[config.mk]
export PLATFORM = sky130hd
export DESIGN_NAME = ttt_turn_controller
export DESIGN_NICKNAME = d
export VERILOG_FILES = /design/src/rtl/ttt_turn_controller.sv
export SDC_FILE = /design/constraint.sdc
export NUM_CORES = 1
export LEC_CHECK = 0
export CORE_ASPECT_RATIO = 1.1
export CORE_MARGIN = 4
export CORE_UTILIZATION = 55
export DETAILED_ROUTE_END_ITERATION = 10
export MAX_ROUTING_LAYER = met4
export PLACE_DENSITY = 0.78
export SYNTH_ARGS = -nofsm -noshare
export SYNTH_HDL_FRONTEND = slang
export SYNTH_SLANG_ARGS = --single-unit
[constraint.sdc]
create_clock -name MAX10_CLK1_50 -period 6.3 [get_ports MAX10_CLK1_50]
set_input_delay 0.63 -clock MAX10_CLK1_50 [delete_from_list [all_inputs] [get_ports MAX10_CLK1_50]]
set_output_delay 0.63 -clock MAX10_CLK1_50 [all_outputs]
set_load 0.05 [all_outputs]
[src/rtl/ttt_turn_controller.sv]
// Tic-tac-toe turn sequencer: debounced select -> validate -> write -> 8-line scan -> result.
// Result or player toggle 11 cycles after the press event; presses while busy or game over are dropped.
module ttt_turn_controller #(
  parameter int CLK_HZ           = 50000000,
  parameter int POLL_HZ          = 1000,
  parameter int DEBOUNCE_SAMPLES = 4
) (
  input  logic        MAX10_CLK1_50,
  input  logic        rst,
  input  logic        select_n,
  input  logic [8:0]  move,
  input  logic        new_game,
  output logic [17:0] board,
  output logic        player,
  output logic        busy,
  output logic        game_over,
  output logic        p1_win,
  output logic        p2_win,
  output logic        tie,
  output logic        invalid
);

  localparam int TICK_DIV = CLK_HZ / POLL_HZ;
  localparam int TW       = (TICK_DIV > 1) ? $clog2(TICK_DIV) : 1;
  localparam int SW       = $clog2(DEBOUNCE_SAMPLES + 1);

  typedef enum logic [2:0] {IDLE, VALIDATE, WRITE, SCAN, RESULT, DONE} state_t;

  logic [TW-1:0] tick_cnt;
  logic          tick;
  logic          sel_meta;
  logic          sel_sync;
  logic          key_down;
  logic [SW-1:0] smp_cnt;
  logic          press_evt;

  state_t        state;
  logic [8:0]    move_q;
  logic [2:0]    line_idx;
  logic [1:0]    winner;
  logic [4:0]    pa, pb, pc;
  logic [1:0]    ca, cb, cc;
  logic [1:0]    line_code;
  logic [1:0]    win_next;
  logic          board_full;

  assign tick = (tick_cnt == TW'(TICK_DIV - 1));

  always_ff @(posedge MAX10_CLK1_50 or negedge rst) begin
    if (!rst) begin
      tick_cnt <= '0;
    end else if (tick) begin
      tick_cnt <= '0;
    end else begin
      tick_cnt <= tick_cnt + TW'(1);
    end
  end

  // Counts consecutive tick samples that disagree with the accepted key state.
  always_ff @(posedge MAX10_CLK1_50 or negedge rst) begin
    if (!rst) begin
      sel_meta  <= 1'b1;
      sel_sync  <= 1'b1;
      key_down  <= 1'b0;
      smp_cnt   <= '0;
      press_evt <= 1'b0;
    end else begin
      sel_meta  <= select_n;
      sel_sync  <= sel_meta;
      press_evt <= 1'b0;
      if (tick) begin
        if ((!sel_sync) != key_down) begin
          if (smp_cnt == SW'(DEBOUNCE_SAMPLES - 1)) begin
            key_down  <= ~key_down;
            smp_cnt   <= '0;
            press_evt <= ~key_down;
          end else begin
            smp_cnt <= smp_cnt + SW'(1);
          end
        end else begin
          smp_cnt <= '0;
        end
      end
    end
  end

  function automatic logic move_ok(input logic [8:0] mv, input logic [17:0] b);
    logic occupied;
    occupied = 1'b0;
    for (int i = 0; i < 9; i++) begin
      if (mv[i] && (b[2*i +: 2] != 2'b00)) occupied = 1'b1;
    end
    return (mv != 9'd0) && ((mv & (mv - 9'd1)) == 9'd0) && !occupied;
  endfunction

  // Bit offsets of the three cells on the line currently being scanned.
  always_comb begin
    pa = 5'd0;
    pb = 5'd2;
    pc = 5'd4;
    case (line_idx)
      3'd0: begin pa = 5'd0;  pb = 5'd2;  pc = 5'd4;  end
      3'd1: begin pa = 5'd6;  pb = 5'd8;  pc = 5'd10; end
      3'd2: begin pa = 5'd12; pb = 5'd14; pc = 5'd16; end
      3'd3: begin pa = 5'd0;  pb = 5'd6;  pc = 5'd12; end
      3'd4: begin pa = 5'd2;  pb = 5'd8;  pc = 5'd14; end
      3'd5: begin pa = 5'd4;  pb = 5'd10; pc = 5'd16; end
      3'd6: begin pa = 5'd0;  pb = 5'd8;  pc = 5'd16; end
      default: begin pa = 5'd4; pb = 5'd8; pc = 5'd12; end
    endcase
  end

  always_comb begin
    ca         = board[pa +: 2];
    cb         = board[pb +: 2];
    cc         = board[pc +: 2];
    line_code  = ((ca != 2'b00) && (ca == cb) && (cb == cc)) ? ca : 2'b00;
    win_next   = (winner != 2'b00) ? winner : line_code;
    board_full = 1'b1;
    for (int i = 0; i < 9; i++) begin
      if (board[2*i +: 2] == 2'b00) board_full = 1'b0;
    end
  end

  always_ff @(posedge MAX10_CLK1_50 or negedge rst) begin
    if (!rst) begin
      state     <= IDLE;
      board     <= '0;
      player    <= 1'b0;
      busy      <= 1'b0;
      game_over <= 1'b0;
      p1_win    <= 1'b0;
      p2_win    <= 1'b0;
      tie       <= 1'b0;
      invalid   <= 1'b0;
      move_q    <= '0;
      line_idx  <= '0;
      winner    <= '0;
    end else begin
      p1_win  <= 1'b0;
      p2_win  <= 1'b0;
      tie     <= 1'b0;
      invalid <= 1'b0;
      if (new_game) begin
        state     <= IDLE;
        board     <= '0;
        player    <= 1'b0;
        busy      <= 1'b0;
        game_over <= 1'b0;
        line_idx  <= '0;
        winner    <= '0;
      end else begin
        case (state)
          IDLE: begin
            if (press_evt) begin
              move_q  <= move;
              state   <= VALIDATE;
              busy    <= 1'b1;
              // Flagged on entry so the pulse coincides with the VALIDATE cycle.
              invalid <= !move_ok(move, board);
            end
          end
          VALIDATE: begin
            if (move_ok(move_q, board)) begin
              state <= WRITE;
            end else begin
              state <= IDLE;
              busy  <= 1'b0;
            end
          end
          WRITE: begin
            for (int i = 0; i < 9; i++) begin
              if (move_q[i]) board[2*i +: 2] <= player ? 2'b10 : 2'b01;
            end
            state    <= SCAN;
            line_idx <= '0;
            winner   <= '0;
          end
          SCAN: begin
            winner <= win_next;
            if (line_idx == 3'd7) begin
              state  <= RESULT;
              busy   <= 1'b0;
              p1_win <= (win_next == 2'b01);
              p2_win <= (win_next == 2'b10);
              tie    <= (win_next == 2'b00) && board_full;
            end else begin
              line_idx <= line_idx + 3'd1;
            end
          end
          RESULT: begin
            if ((winner != 2'b00) || board_full) begin
              state     <= DONE;
              game_over <= 1'b1;
            end else begin
              player <= ~player;
              state  <= IDLE;
            end
          end
          DONE: state <= DONE;
          default: state <= IDLE;
        endcase
      end
    end
  end

endmodule

=== Yosys cells after proc, flatten, opt, wreduce, memory -nomap -nowiden ===
Index checks and enable logic that the tools add are counted.

* Reductions and logical operators: 89
* $add $sub $neg: 5
* Equal/unequal tests: 24
* Bitwise operators: 5
* Shifts and indexed selects: 3
* Muxes and demuxes: 89

{| class="wikitable"
|+ Operators with widths
! kind !! count
|-
| 2-to-1 mux 1 bit || 57
|-
| variable part select 18 x 6 -> 2 bit || 3
|-
| nonzero test 2 bit || 23
|-
| 2-to-1 mux 18 bit || 2
|-
| case mux 4 bit (4 select lines) || 2
|-
| 2-to-1 mux 2 bit || 14
|-
| AND reduction 2 bit || 13
|-
| logical AND 1 bit || 25
|-
| 2-to-1 mux 3 bit || 8
|-
| zero test 2 bit || 10
|-
| case mux 5 bit (4 select lines) || 1
|-
| AND 9 bit || 2
|-
| equality test 3 bit (second input constant) || 6
|-
| zero test 9 bit || 2
|-
| case mux 3 bit (6 select lines) || 1
|-
| nonzero test 9 bit || 2
|-
| subtractor 9 x 1 -> 9 bit (second input constant) || 2
|-
| adder 16 x 1 -> 16 bit (second input constant) || 1
|-
| equality test 16 bit (second input constant) || 1
|-
| 2-to-1 mux 16 bit || 1
|-
| equality test 3 x 2 -> 1 bit (second input constant) || 5
|-
| != test 3 bit (second input constant) || 4
|-
| adder 3 x 1 -> 3 bit (second input constant) || 2
|-
| equality test 3 x 1 -> 1 bit (second input constant) || 2
|-
| 17 further kinds || 26
|}

* Output and inout port bits: 25
* Bits in registers: 65
* Word-level logic and storage cells: 241
* Input bits: 13

=== Depth between registers and ports, before layout ===
* Depth after elaboration: 20
* Gate-level depth with buffers: 11
* Depth with buffers taken out: 9

=== Least setup slack after synthesis ===
OpenSTA, ideal clock, no wires.

* Kind: reg2reg
* From: register line_idx[0]
* To: register p2_win
* Setup time: 0.111 ns
* Period minus slack after synthesis: 2.963 ns
* Data required time: 6.189 ns
* Stages on the path, launching flop included: 9
* Data arrival time: 2.852 ns
* Slack: 3.337 ns
* Path buffers: 0
* Cells stage by stage: dfrtp_1 -> ha_1 -> ha_1 -> o32a_2 -> mux2i_1 -> a221o_1 -> or3_4 -> or3_4 -> a2111oi_2

* Longest elaborated chain between the ends: 13
* Elaborated cells on any way between the ends: 27
* Classes of those cells: eq/ne: 10; shift: 3; mux: 8; reduce/logical: 6

{| class="wikitable"
|+ RTL lines
! what !! RTL line !! source
|-
| from (decl) || 39 || <nowiki>logic [2:0] line_idx;</nowiki>
|-
| from (signal assigned) || 188 || <nowiki>line_idx <= line_idx + 3'd1;</nowiki>
|-
| equality test 3 bit, or another cell as far along || 101 || <nowiki>case (line_idx)</nowiki>
|-
| OR reduction 3 bit (no line) || n/a ||
|-
| case mux 4 bit (4 select lines) || 101 ||
|-
| variable part select 18 x 6 -> 2 bit || 114 || <nowiki>ca = board[pa +: 2];</nowiki>
|-
| equality test 2 bit or nonzero test 2 bit (tied branches) || 117 || <nowiki>line_code = ((ca != 2'b00) && (ca == cb) && (cb == cc)) ? ca : 2'b00;</nowiki>
|-
| logical AND 1 bit (2 in series) || 117 ||
|-
| 2-to-1 mux 2 bit || 117 ||
|-
| 2-to-1 mux 2 bit || 118 || <nowiki>win_next = (winner != 2'b00) ? winner : line_code;</nowiki>
|-
| equality test 2 bit || 185 || <nowiki>p2_win <= (win_next == 2'b10);</nowiki>
|-
| 2-to-1 mux 1 bit * || 181 || <nowiki>if (line_idx == 3'd7) begin</nowiki>
|-
| 2-to-1 mux 1 bit * || 153 || <nowiki>case (state)</nowiki>
|-
| 2-to-1 mux 1 bit * || 144 || <nowiki>if (new_game) begin</nowiki>
|-
| to (signal assigned) || 185 ||
|-
| to (decl) || 18 || <nowiki>output logic p2_win,</nowiki>
|}

Mark *: on every way between the ends. The rest lies on a longest branch, timed or not.
A chain may end at the register's enable or synchronous reset.

=== Worst setup path after layout ===
* From: register line_idx[1]
* To: register p2_win

Same word-level chain as after synthesis.

==> results.yml <==
outcome:
  outcome: "finished, final reports clean"
clocking:
  cts_tree: "yes"
  clockBufferDepth: 2
  h-tree-depth: 3
  cts_resized: 0
  cts_hold_buf: 0
  cts_root_buf: "clkbuf_8"
  clk_latency_ns: 0.34
  cts.sinks: 65
  cts_setup_buffers: 0
  clk_pin_slew_worst_paths_ns: 0.08
  cts_buffers: 9
floorplanning:
  start_util_pct: 57.5
  die_h_um: 95.6
  die_area_um2: 8370
  coreArea_um2: 6670
  die_width_um: 87.6
  ioPinCount: 38
  placementRows: 31
timing:
  hold_viol_final: 0
  period_minus_slack_ns: 3.33
  relSlewSlack_pct: 45.4
  worst_pin_slew_ns: 0.819
  period_share_pct: 52.8
  max_freq_mhz: 300
  finalSetupViolCount: 0
  skew_ns: 0.00686
  rsz0062_at_grt: "no"
  setup_tns_ns: 0
  final_max_slew_viol_count: 0
placement:
  gp_congestion: 0.963
  placedInstanceArea_um2: 4210
  port_buffers: 37
  dpl.hpwl_um: 6800
power:
  p_int_uw: 703
  finalPower_uw: 891
  ir_drop_mv: 0.228
  p_comb_share_pct: 3.0
  p_seq_share_pct: 47.0
  p_sw_share_pct: 21.1
  pwr-share-clk_pct: 50.1
  netSwitchingPower_uw: 188
  powerDensity_nw_per_um2: 200
  p_leak_uw: 0.00192
critical_path:
  crit_path_end_kind: "flop"
  max_stage_delay_ns: 0.53
  startpoint: "line_idx[1]"
  cp.required_ns: 6.54
  arrival_ns: 3.57
  path_cells: "inv_1 -> ha_1 -> nor3_1 -> a22oi_2 -> a22oi_1 -> a221o_1 -> mux2_2 -> or3_4 -> a2111oi_2"
  crit_slowest_cell: "dfrtp_1"
  crit_fanout: 14
  start_kind: "flop"
  r2r_start: "line_idx[1]"
  path_class: "reg -> reg"
global_route:
  grt_start_max_net_pins: 66
  grt_usage_pct: 26.4
  antenna_found_initial: 0
  grt_pass1_wl_um: 16500
  overflow: 0
  grt_pass1_vias: 3323
logic_synthesis:
  ys_async_sr_fraction_pct: 100
  yosysSeqAreaShare_pct: 42.5
  ys.flop_type: "dfrtp_1"
  synth.area.top_cells: "dfrtp_1 (41%), nor2_1 (4.3%), mux2_2 (3.8%), nand2_1 (2.9%), a21oi_1 (2.7%)"
  synth-edff-count: 0
  synth.avg_cell_area_um2: 9.63
  ys_ff_latch: 65
  synthCells: 398
  synth_area_um2: 3830
  synth_fp_nets: 419
  yosysWarnings: 0
  synth_top_area_share_pct: 41.1
  ys_types: 61
  ys_top_cells_by_count: "dfrtp_1 (63), nor2_1 (44), nand2_1 (30)"
  synth_top_cell_by_area: "dfrtp_1"
  yosysMostFrequentCell: "dfrtp_1"
routing:
  wl_um: 9950
  drt_iter0_markers: 231
  vias: 3315
  ant_nets: 0
  dr.pass1.iters: 5
  wl_per_cell_um: 19.3
  vias_per_cell: 6.42
  drt_drc_violations_left: 0
cells_and_area:
  area_growth_syn_to_layout_pct: 16.4
  drive_above_1_share_pct: 12.0
  nets: 450
  antennaDiodeCount: 0
  final_util_pct: 66.9
  design_area_um2: 4460
hold_path:
  holdCritStartpoint: "sel_meta"
  hold_path.class: "reg -> reg"
run:
  maxCapViolations: 0
## per-layer routing
layer | share of wire, % | GRT usage (%) | vias up
met5 | 0 | - | -
met4 | 1.7 | 7.54 | 0
met3 | 6.4 | 5.79 | 27
met2 | 52 | 44.3 | 109
met1 | 40 | 31.8 | 1655
li1 | - | - | 1524
## per-stage QoR
| stage | hold slack, ns | setup WS, ns | cells |
|---|---|---|---|
| after floorplan | 0.334 | 3.34 | 398 |
| after global placement | 0.347 | 3.16 | 500 |
| after detailed placement | 0.347 | 3.01 | 500 |
| after CTS | 0.363 | 3.01 | 516 |
| after global routing | 0.374 | 2.77 | 516 |
| final | 0.361 | 2.97 | 516 |
## state kept, by name, summed over array words and instances, names as in the netlist
signal,cells
state,3
smp_cnt,3
tie,1
tick_cnt,16
move_q,9
winner,2
game_over,1
p1_win,1
p2_win,1
press_evt,1
busy,1
sel_meta,1
line_idx,3
key_down,1
player,1
invalid,1
sel_sync,1
board,18
## power groups by stage
stage | combinational (uW) | sequential [uW] | clock [uW]
2_1_floorplan | 6.72 | 427 | 0
3_3_place_gp | 26.3 | 427 | 0
3_5_place_dp | 26.7 | 427 | 0
4_1_cts | 26.7 | 419 | 447
5_1_grt | 29.3 | 419 | 468
6_report | 26.3 | 419 | 446
## final cells by class
cell class	count	area (um^2)
Clock buffer	10	138
Clock inverter	6	114
Fill cell	527	2210
Inverter	11	41.3
Multi-Input combinational cell	302	2050
Sequential cell	65	1630
Tap cell	82	103
Timing Repair Buffer	40	388
## cell usage in the layout (no fill, tap or decap), types with 3 or more instances in the layout
cell	synthesis	layout
dfrtp_1	63	63
nor2_1	44	44
clkdlybuf4s50_1	0	36
nand2_1	30	30
a21oi_1	21	21
nor3_1	18	18
o21ai_0	15	15
mux2_2	13	13
and3_1	12	12
nand3_1	12	12
inv_1	11	11
xor2_1	11	11
mux2i_1	10	10
clkbuf_8	0	10
o31ai_1	8	8
ha_1	8	8
nor2b_1	7	7
a22oi_1	7	7
nor4_1	5	5
xnor2_1	5	5
a211oi_1	5	5
nand3b_1	5	5
o22ai_1	5	5
o211ai_1	5	5
nand2b_1	4	4
a31oi_1	4	4
nand4_1	3	3
o21a_1	3	3
a22o_1	3	3
bufinv_16	0	3
buf_4	4	3
## logic make-up after synthesis
logic type,Yosys count,share of synthesized area [%]
simple gates,153,20.4
compound gates,98,18.4
flops,65,42.5
buf+inv,31,4.01
mux,27,8.39
xor+xnor,16,3.66
fa+ha+maj,8,2.61
## critical path: cells and delay by family, from the launching register on
family,cells,cell delay [ns]
AO/OA/AOI/OAI,4,0.97
buffers and inverters,1,0.11
multiplexers,1,0.37
flip-flops,1,0.53
AND/OR/NAND/NOR,2,0.83
adder cells (fa/ha/maj),1,0.40
## path summary, 6_finish.rpt
path	cells past startpoint	slack (ns)	end
worst min-delay path	0	0.36	sel_sync
worst max-delay path	9	2.97	p2_win
max in group asynchronous	2	5.30	tick_cnt[14]
min in group asynchronous	2	0.45	board[11]
worst min register to register	0	0.36	sel_sync
worst max register to register	9	2.97	p2_win
Note: power is estimated with default switching activity, not from simulation.
